`config.mk`:
```
export PLATFORM = sky130hd
export DESIGN_NAME = sw_event_capture
export DESIGN_NICKNAME = d
export VERILOG_FILES = /design/src/rtl/sw_evt_pkg.sv /design/src/rtl/sw_debounce_bit.sv /design/src/rtl/sw_event_capture.sv
export SDC_FILE = /design/constraint.sdc
export NUM_CORES = 1
export LEC_CHECK = 0
export ABC_AREA = 1
export ABC_CLOCK_PERIOD_IN_PS = 2800
export CORE_MARGIN = 4
export CORE_UTILIZATION = 55
export DETAILED_ROUTE_END_ITERATION = 16
export GPL_ROUTABILITY_DRIVEN = 0
export PLACE_DENSITY = 0.79
export SLEW_MARGIN = 20
export SYNTH_ARGS = -nofsm -noshare
export SYNTH_HDL_FRONTEND = slang
export SYNTH_SLANG_ARGS = --single-unit
```
`constraint.sdc`:
```
create_clock -name clk -period 2.8 [get_ports clk]
set_clock_uncertainty 0.15 [all_clocks]
set_input_delay 0.42 -clock clk [delete_from_list [all_inputs] [get_ports clk]]
set_output_delay 0.42 -clock clk [all_outputs]
set_load 0.01 [all_outputs]
```
`src/rtl/sw_evt_pkg.sv`:
```
// Shared types and defaults for the switch event capture path.
// Holds the event record layout and the default sizing constants.
package sw_evt_pkg;

    localparam int SW_W_DEF         = 16;
    localparam int TS_W_DEF         = 16;
    localparam int DEBOUNCE_CYC_DEF = 4;
    localparam int DROP_W_DEF       = 8;

    typedef struct packed {
        logic [SW_W_DEF-1:0] state;
        logic [SW_W_DEF-1:0] changed;
        logic [TS_W_DEF-1:0] ts;
    } evt_t;

endpackage

```
`src/rtl/sw_debounce_bit.sv`:
```
// One switch bit: 2-flop synchroniser, debounce counter, debounced level.
// Ports: clk, reset_i (sync, active high), sw (raw level),
//        deb (debounced level), flip (one-cycle pulse after deb changes).
module sw_debounce_bit
    import sw_evt_pkg::*;
#(
    parameter int DEBOUNCE_CYC = DEBOUNCE_CYC_DEF
) (
    input  logic clk,
    input  logic reset_i,
    input  logic sw,
    output logic deb,
    output logic flip
);

    localparam int CW = $clog2(DEBOUNCE_CYC);
    localparam logic [CW-1:0] CNT_LAST = CW'(DEBOUNCE_CYC - 1);

    logic          meta;
    logic          sync;
    logic [CW-1:0] cnt;

    // flip is registered, so it is high in the cycle where deb
    // already shows the new level; the top level loads from that.
    always_ff @(posedge clk) begin
        if (reset_i) begin
            meta <= 1'b0;
            sync <= 1'b0;
            cnt  <= '0;
            deb  <= 1'b0;
            flip <= 1'b0;
        end else begin
            meta <= sw;
            sync <= meta;
            flip <= 1'b0;
            if (sync == deb) begin
                cnt <= '0;
            end else if (cnt == CNT_LAST) begin
                deb  <= sync;
                cnt  <= '0;
                flip <= 1'b1;
            end else begin
                cnt <= cnt + 1'b1;
            end
        end
    end

endmodule

```
`src/rtl/sw_event_capture.sv`:
```
// Debounces the board switches and emits timestamped change records.
// Ports: clk, reset_i, sw_i (raw), evt_valid_o/evt_ready_i (stream),
//        evt_state_o, evt_changed_o, evt_ts_o (record), drop_cnt_o.
module sw_event_capture
    import sw_evt_pkg::*;
#(
    parameter int SW_W         = SW_W_DEF,
    parameter int DEBOUNCE_CYC = DEBOUNCE_CYC_DEF,
    parameter int TS_W         = TS_W_DEF,
    parameter int DROP_W       = DROP_W_DEF
) (
    input  logic              clk,
    input  logic              reset_i,
    input  logic [SW_W-1:0]   sw_i,
    output logic              evt_valid_o,
    input  logic              evt_ready_i,
    output logic [SW_W-1:0]   evt_state_o,
    output logic [SW_W-1:0]   evt_changed_o,
    output logic [TS_W-1:0]   evt_ts_o,
    output logic [DROP_W-1:0] drop_cnt_o
);

    logic [SW_W-1:0] deb;
    logic [SW_W-1:0] flip;
    logic [TS_W-1:0] ts;
    logic            any_flip;
    logic            accept;
    logic            load;
    logic            drop;

    for (genvar i = 0; i < SW_W; i++) begin : g_bit
        sw_debounce_bit #(
            .DEBOUNCE_CYC(DEBOUNCE_CYC)
        ) u_bit (
            .clk    (clk),
            .reset_i(reset_i),
            .sw     (sw_i[i]),
            .deb    (deb[i]),
            .flip   (flip[i])
        );
    end

    assign any_flip = |flip;
    assign accept   = evt_valid_o & evt_ready_i;
    // A slot being emptied this cycle can take the new record directly.
    assign load     = any_flip & (~evt_valid_o | evt_ready_i);
    assign drop     = any_flip & evt_valid_o & ~evt_ready_i;

    always_ff @(posedge clk) begin
        if (reset_i) begin
            ts <= '0;
        end else begin
            ts <= ts + 1'b1;
        end
    end

    always_ff @(posedge clk) begin
        if (reset_i) begin
            evt_valid_o   <= 1'b0;
            evt_state_o   <= '0;
            evt_changed_o <= '0;
            evt_ts_o      <= '0;
        end else if (load) begin
            evt_valid_o   <= 1'b1;
            evt_state_o   <= deb;
            evt_changed_o <= flip;
            evt_ts_o      <= ts;
        end else if (accept) begin
            evt_valid_o   <= 1'b0;
        end
    end

    always_ff @(posedge clk) begin
        if (reset_i) begin
            drop_cnt_o <= '0;
        end else if (drop && (drop_cnt_o != {DROP_W{1'b1}})) begin
            drop_cnt_o <= drop_cnt_o + 1'b1;
        end
    end

endmodule

```
Word level (Yosys, flattened, before mapping). Cells that the tools add are included.

Output and inout port bits: 57. Flip-flop bits (word level): 169. Word-level logic and storage cells: 229. Input port bits: 19.

Eq/ne operators: 33. Bitwise operators: 23. Reduce and logical (&&, ||, !) cells: 51. Add/subtract/negate cells: 18. Multiplexer cells: 18.

Operators with widths (number): $reduce_or 3->1 (16); $add 2x1->2 const B (16); $eq 2x2->1 const B (16); $reduce_and 2->1 (16); $reduce_or 2->1 (16); $mux 1 (18); $not 1->1 (18); $add 16x1->16 const B (1); $eq 1x1->1 (16); $reduce_or 16->1 (1); $add 8x1->8 const B (1); $ne 8x8->1 const B (1); $and 1x1->1 (4); $reduce_bool 2->1 (1); $logic_and 1x1->1 (1); $or 1x1->1 (1).

Longest topological paths before layout. Gate-level depths: netlist of the first run.

Depth after elaboration: 4. Gate-level depth with buffers: 10. Depth with buffers taken out: 8.

Modules after synthesis. A second synthesis of the first run with hierarchy kept.

Cells, all modules: 834. Area, all modules: 6566.3 µm².

By module, submodules not included: sw_debounce_bit (cells an instance 27, area each 221.5 µm², instances 16, sequential area each 120.1 µm²); sw_event_capture (cells an instance 402, area each 3022.9 µm², instances 1, sequential area each 1461.4 µm²).

Least setup slack after synthesis of the first run. OpenSTA, ideal clock, no wires.

Path kind: register to register. Start point: reg drop_cnt_o[1]. End point: reg drop_cnt_o[0]. Setup slack: 1286 ps. Arrival time: 1250 ps. Clock period less this slack: 1514 ps. Cell stages (with the launch flop): 9. Library setup time: 114 ps. Data required time: 2536 ps. Path buffers: 0. Path through: dfxtp_1 ha_1 nand2_1 inv_1 nand3b_2 nand3_2 nand2_1 nand2_1 nor2_1.

Cells in the longest elaborated chain, start to end: 2.

RTL lines: start: declaration (line sw_event_capture.sv:20) `output logic [DROP_W-1:0] drop_cnt_o`; start signal: assignment (line sw_event_capture.sv:77) `drop_cnt_o <= drop_cnt_o + 1'b1;`; $ne 8x8->1 (line sw_event_capture.sv:76) `end else if (drop && (drop_cnt_o != {DROP_W{1'b1}})) begin`; $logic_and 1x1->1 (line sw_event_capture.sv:76).

No other way between the ends. A chain may end at the register's enable or synchronous reset.

Final worst setup path of the first run.
Start point: reg drop_cnt_o[2]. End point: out drop_cnt_o[2].

No word-level cell between the ends.

==> out/summary.txt, run 1 <==
Full die area = 13100 um2
Number of synthesized register bits = 169
Status = complete, no violations
CP Max Fanout = 6
Top Ports = 76
Cell Pwr Density = 657 nW/um2
Global-route wire length before repair = 21600 um
Post-Place Cells = 976
DR iter-0 viols = 280
Initial antenna violation count = 0
Int Pwr = 4.03 mW
Leakage = 3.28 nW
DRC = 0
Starting Density = 56.8%
Worst-Margin Slew = 1.05 ns
Critical path buffers and inverters = 1
Clk buf depth = 2
Syn Std Cell Area = 6240 um2
WL/cell = 12.4 um
Post-synth top area share = 54.2%
Switching part of the total = 20.1%
Layout Cells excl Fill = 1008
Die H = 115 um
Core Region = 11000 um2
DRT Pass-1 Iters = 5
Antenna Cells = 0
Antenna viol nets, final = 0
Cells along the critical path = clkdlybuf4s50_1
Fill count = 858
Post-synthesis cell type count = 29
Gr usage total = 20.6%
Final hold viol count = 0
Cell taking the most area after synthesis = dfxtp_1
Share of total power in combinational logic = 2.6%
Hold crit path type = reg2reg
VDD IR max = 0.000464 V
Synth top area cells = dfxtp_1 (54%), nor2_1 (14%), inv_1 (6.0%)
Ys Warns = 0
Final Max Slew Viols = 0
Fin area = 7680 um2
Final min period = 2.00 ns
Vias = 5034
Syn Nets = 821
Sink Count = 169
Clk slew on worst S/H paths = 0.06 ns
RSZ-0062 raised after global routing = false
Clk root buf = clkbuf_16
Setup Fix Bufs, Post-CTS = 0
Number of synthesized flops with an enable pin = 0
Total power = 5.04 mW
Crit end category = primary output
Std-Cell Rows = 38
Worst path max stage delay = 0.58 ns
Slowest CP cell = clkdlybuf4s50_1
Clock Latency Late Sink = 0.42 ns
Seq/Total Area, Yosys = 54.2%
Synthesized area per cell = 7.96 um2
Setup violators final = 0
Number of port buffers = 75
Required @ worst endpoint = 2.23 ns
Vias in the first global route = 4928
MaxCap Viol Count = 0
Startpoint type of the worst setup path = flip-flop
Fmax = 0.501 GHz
P&R area growth vs syn = 23.0%
Critical path class = reg2out
Crit path max-delay family = buffers and inverters
Routed WL = 12500 um
Die X = 115 um
Max-slew headroom at the worst pin = 30.3%
Hold buffers post-CTS = 0
Clock buffer count from CTS = 17
Fin crit share = 71.3%
Clock power share = 48.7%
Mapped Cells = 784
Ys flop type = dfxtp_1
Post-DP HPWL = 8180 um
Total congestion overflow = 0
# H-tree levels = 4
Post-CTS sizing = 0
Drt via density = 4.99
Ys async rst share = 0%
Largest net degree at the start of global routing = 71
Fin nets = 892
Seq pwr share = 48.7%
Placed Area = 7050 um2
CTS tree = built
Share of cells above drive strength 1 = 7.49%
Setup TNS = 0 ns
WP data arrival = 1.43 ns
Fin Hold WS = 0.250 ns
Sw power = 1.01 mW
Worst R2R Setup Slack = 0.81 ns
==> cell families after synthesis <==
| group | synth area share [%] |
|---|---|
| AO/OA/AOI/OAI | 7.48 |
| XOR/XNOR | 0.421 |
| adder cells (fa/ha/maj) | 3.61 |
| buffers and inverters | 8.42 |
| flip-flops | 54.2 |
| AND/OR/NAND/NOR | 25.9 |
==> sequential cells by signal, indices dropped and copies added (netlist names) <==
name,cells
g_bit.u_bit.cnt,32
evt_changed_o,16
evt_state_o,16
evt_ts_o,16
g_bit.u_bit.deb,16
g_bit.u_bit.flip,16
g_bit.u_bit.meta,16
g_bit.u_bit.sync,16
ts,16
drop_cnt_o,8
evt_valid_o,1
==> stage by stage <==
stage	utilization, %	setup WS, ns
after floorplan	-	1.29
after global placement	64.2	0.615
after detailed placement	64.2	0.538
after CTS	69.9	0.784
after global routing	69.9	0.571
final	69.9	0.804
==> cell usage after synthesis, drive strengths merged (3+ instances only) <==
cell and number:
nand2 62, nand3 24, nor4 16, o21ai 74, clkbuf 11, buf 15
nor3 5, a21oi 14, nand3b 3, inv 100, nand4 9, ha 18
nor2 257, dfxtp 169, xor2 3
==> routing by layer <==
layer  global-route usage (%)  share of wire (%)  wire, um  up-vias
met5                        0                  0         0        -
li1                         -                  -         -     2597
met4                     9.82                2.0       250        0
met2                     34.1                 49      6090      124
met1                     24.8                 44      5490     2290
met3                     5.50                5.6       696       23
==> worst paths after layout <==
| path | startpoint | endpoint | cells after the start |
|---|---|---|---|
| max | drop_cnt_o[2]$_SDFFE_PP0P_ | drop_cnt_o[2] | 1 |
| min | g_bit[8].u_bit.meta$_SDFF_PP0_ | g_bit[8].u_bit.sync$_SDFF_PP0_ | 2 |
| max reg2reg | g_bit[11].u_bit.flip$_SDFF_PP0_ | evt_state_o[1]$_SDFFE_PP0P_ | 8 |
| min reg2reg | g_bit[8].u_bit.meta$_SDFF_PP0_ | g_bit[8].u_bit.sync$_SDFF_PP0_ | 2 |
==> layout make-up <==
cell class | instances | area, um2 | share of cell area, %
clock buffers | 21 | 460 | 5.99
well taps | 140 | 175 | 2.28
clock inverters | 11 | 169 | 2.20
inverters | 101 | 379 | 4.93
repair buffers | 78 | 781 | 10.2
multi-input cells | 488 | 2330 | 30.4
flip-flops and latches | 169 | 3380 | 44.0
==> power by group through the flow <==
| stage | Sequential (mW) | Combinational [mW] | Clock, mW |
|---|---|---|---|
| global placement | 2.51 | 0.127 | 0 |
| CTS | 2.45 | 0.132 | 2.49 |
| detailed placement | 2.51 | 0.130 | 0 |
| global route | 2.46 | 0.151 | 2.60 |
| floorplan | 2.50 | 0.0835 | 0 |
| finish | 2.45 | 0.131 | 2.46 |
==> cells in the final DEF, fill, tap and decap left out, types with 3 or more instances in the layout <==
| cell | instances |
|---|---|
| clkdlybuf4s50_1 | 74 |
| nand4_1 | 9 |
| bufinv_16 | 4 |
| xor2_1 | 3 |
| nor2_2 | 24 |
| nand2_1 | 61 |
| o21ai_0 | 61 |
| nand3_1 | 23 |
| o21ai_1 | 12 |
| clkinvlp_4 | 4 |
| ha_1 | 18 |
| a21oi_1 | 14 |
| nor4_1 | 16 |
| nor2_1 | 233 |
| clkbuf_16 | 17 |
| inv_1 | 99 |
| nor3_1 | 4 |
| dfxtp_1 | 169 |
(Power assumes the default switching activity.)
==> run 2: changes to the inputs <==
Settings changed: ABC_CLOCK_PERIOD_IN_PS 2800 to 2100.
Clock period 2.8 ns to 2.1 ns, I/O delays scaled along.
==> out/summary.txt, run 2 (synthesized netlist as in run 1, its figures left out) <==
Status = complete, no violations
Die H = 115 um
WL/cell = 12.5 um
Setup violators final = 0
Worst path depth = 1
Fin area = 7730 um2
Clock Latency Late Sink = 0.42 ns
Cell Pwr Density = 857 nW/um2
Setup Fix Bufs, Post-CTS = 0
Final Max Slew Viols = 0
Commonest non-fill, non-tap cell in the layout = nor2_1
Initial antenna violation count = 0
Fill count = 863
Final min period = 1.88 ns
P&R area growth vs syn = 23.8%
Worst-Margin Slew = 0.439 ns
Fin nets = 897
Gr usage total = 20.2%
Register area = 3380 um2
MaxCap Viol Count = 0
Share of cells above drive strength 1 = 8.25%
Cells along the critical path = clkdlybuf4s50_1
Crit path max-delay family = buffers and inverters
RR Endpoint = evt_changed_o[1]$_SDFFE_PP0P_
Largest net degree at the start of global routing = 64
Global-route wire length before repair = 21500 um
DR iter-0 viols = 242
CP Max Fanout = 6
Reg2reg start = g_bit[4].u_bit.flip$_SDFF_PP0_
Area of the multi-input gates = 2330 um2
Required @ worst endpoint = 1.63 ns
Total congestion overflow = 0
DRC = 0
Hold buffers post-CTS = 0
Crit end category = primary output
Top Ports = 76
Setup TNS = 0 ns
Antenna viol nets, final = 0
Final hold viol count = 0
Full die area = 13100 um2
Drt via density = 5.00
Worst path max stage delay = 0.58 ns
Largest register FFs = 32
Clk root buf = clkbuf_16
Leakage = 3.32 nW
Setup ws final = 0.217 ns
Sink Count = 169
CTS tree = built
WP data arrival = 1.42 ns
Hold crit path type = in2reg
Worst reg-to-reg path cell count = 8
Antenna Cells = 0
Vias = 5070
DRT Pass-1 Iters = 4
Setup crit end = drop_cnt_o[2]
Fin crit share = 89.7%
Critical path class = reg2out
Vias in the first global route = 4940
Clk slew on worst S/H paths = 0.06 ns
Post-DP HPWL = 8360 um
Setup crit start = drop_cnt_o[2]$_SDFFE_PP0P_
Max-slew headroom at the worst pin = 70.7%
Post-CTS sizing = 0
Clk buf depth = 2
Largest reg by FF count = g_bit.u_bit.cnt
Std-Cell Rows = 38
Slowest CP cell = clkdlybuf4s50_1
Routed WL = 12600 um
# H-tree levels = 4
Fmax = 0.531 GHz
Dpl ws = 0.230 ns
Die X = 115 um
Startpoint type of the worst setup path = flip-flop
Number of port buffers = 75
Placed Area = 7120 um2
Starting Density = 56.8%
Core Region = 11000 um2
Commonest cells after routing, fill and taps aside = nor2_1 (233), dfxtp_1 (169), inv_1 (99)
Clock buffer count from CTS = 17
Critical path buffers and inverters = 1
RSZ-0062 raised after global routing = false
Worst R2R Setup Slack = 0.25 ns
VDD IR max = 0.000947 V
-- run 2: how the worst min path moves through the flow --
stage | from | endpoint | slack, ns | depth (start not counted)
2_1_floorplan | g_bit[0].u_bit.meta$_SDFF_PP0_ | g_bit[0].u_bit.sync$_SDFF_PP0_ | 0.24 | 2
3_3_place_gp | g_bit[8].u_bit.meta$_SDFF_PP0_ | g_bit[8].u_bit.sync$_SDFF_PP0_ | 0.24 | 2
3_5_place_dp | g_bit[8].u_bit.meta$_SDFF_PP0_ | g_bit[8].u_bit.sync$_SDFF_PP0_ | 0.24 | 2
4_1_cts | reset_i | ts[0]$_SDFF_PP0_ | 0.24 | 3
5_1_grt | sw_i[14] | g_bit[14].u_bit.meta$_SDFF_PP0_ | 0.26 | 3
6_report | reset_i | ts[0]$_SDFF_PP0_ | 0.25 | 3
-- run 2: power breakdown --
group          internal (mW)  total, mW  switching (mW)
combinational         0.0778      0.182           0.104
clock                   1.91       3.16            1.26
sequential              3.25       3.27          0.0235
total                   5.23       6.62            1.39
-- run 2: layout make-up --
cell class	instances	share of cell area, %
flip-flops and latches	169	43.8
multi-input cells	488	30.2
repair buffers	83	10.9
clock buffers	18	5.68
inverters	101	4.91
well taps	140	2.27
clock inverters	14	2.23
-- run 2: through the flow --
step           total power [mW]  util, %  hold WS, ns  std cells
2_1_floorplan              3.45        -        0.238        784
4_1_cts                    6.67     70.4        0.239       1013
5_1_grt                    6.82     70.4        0.259       1013
3_5_place_dp               3.52     64.8        0.244        981
3_3_place_gp               3.52     64.8        0.241        981
6_report                   6.62     70.4        0.251       1013
-- run 2: worst min-delay path, delay by kind of cell --
kind          cells  cell delay, ns
buf+inv           2            0.34
simple gates      1            0.11
-- run 2: per-layer routing --
layer,vias up,part of all wire (%),global-route usage [%]
met5,-,0,0
met4,0,1.1,6.57
met3,14,4.7,5.55
met2,108,50,35.4
met1,2335,44,23.9
li1,2613,-,-
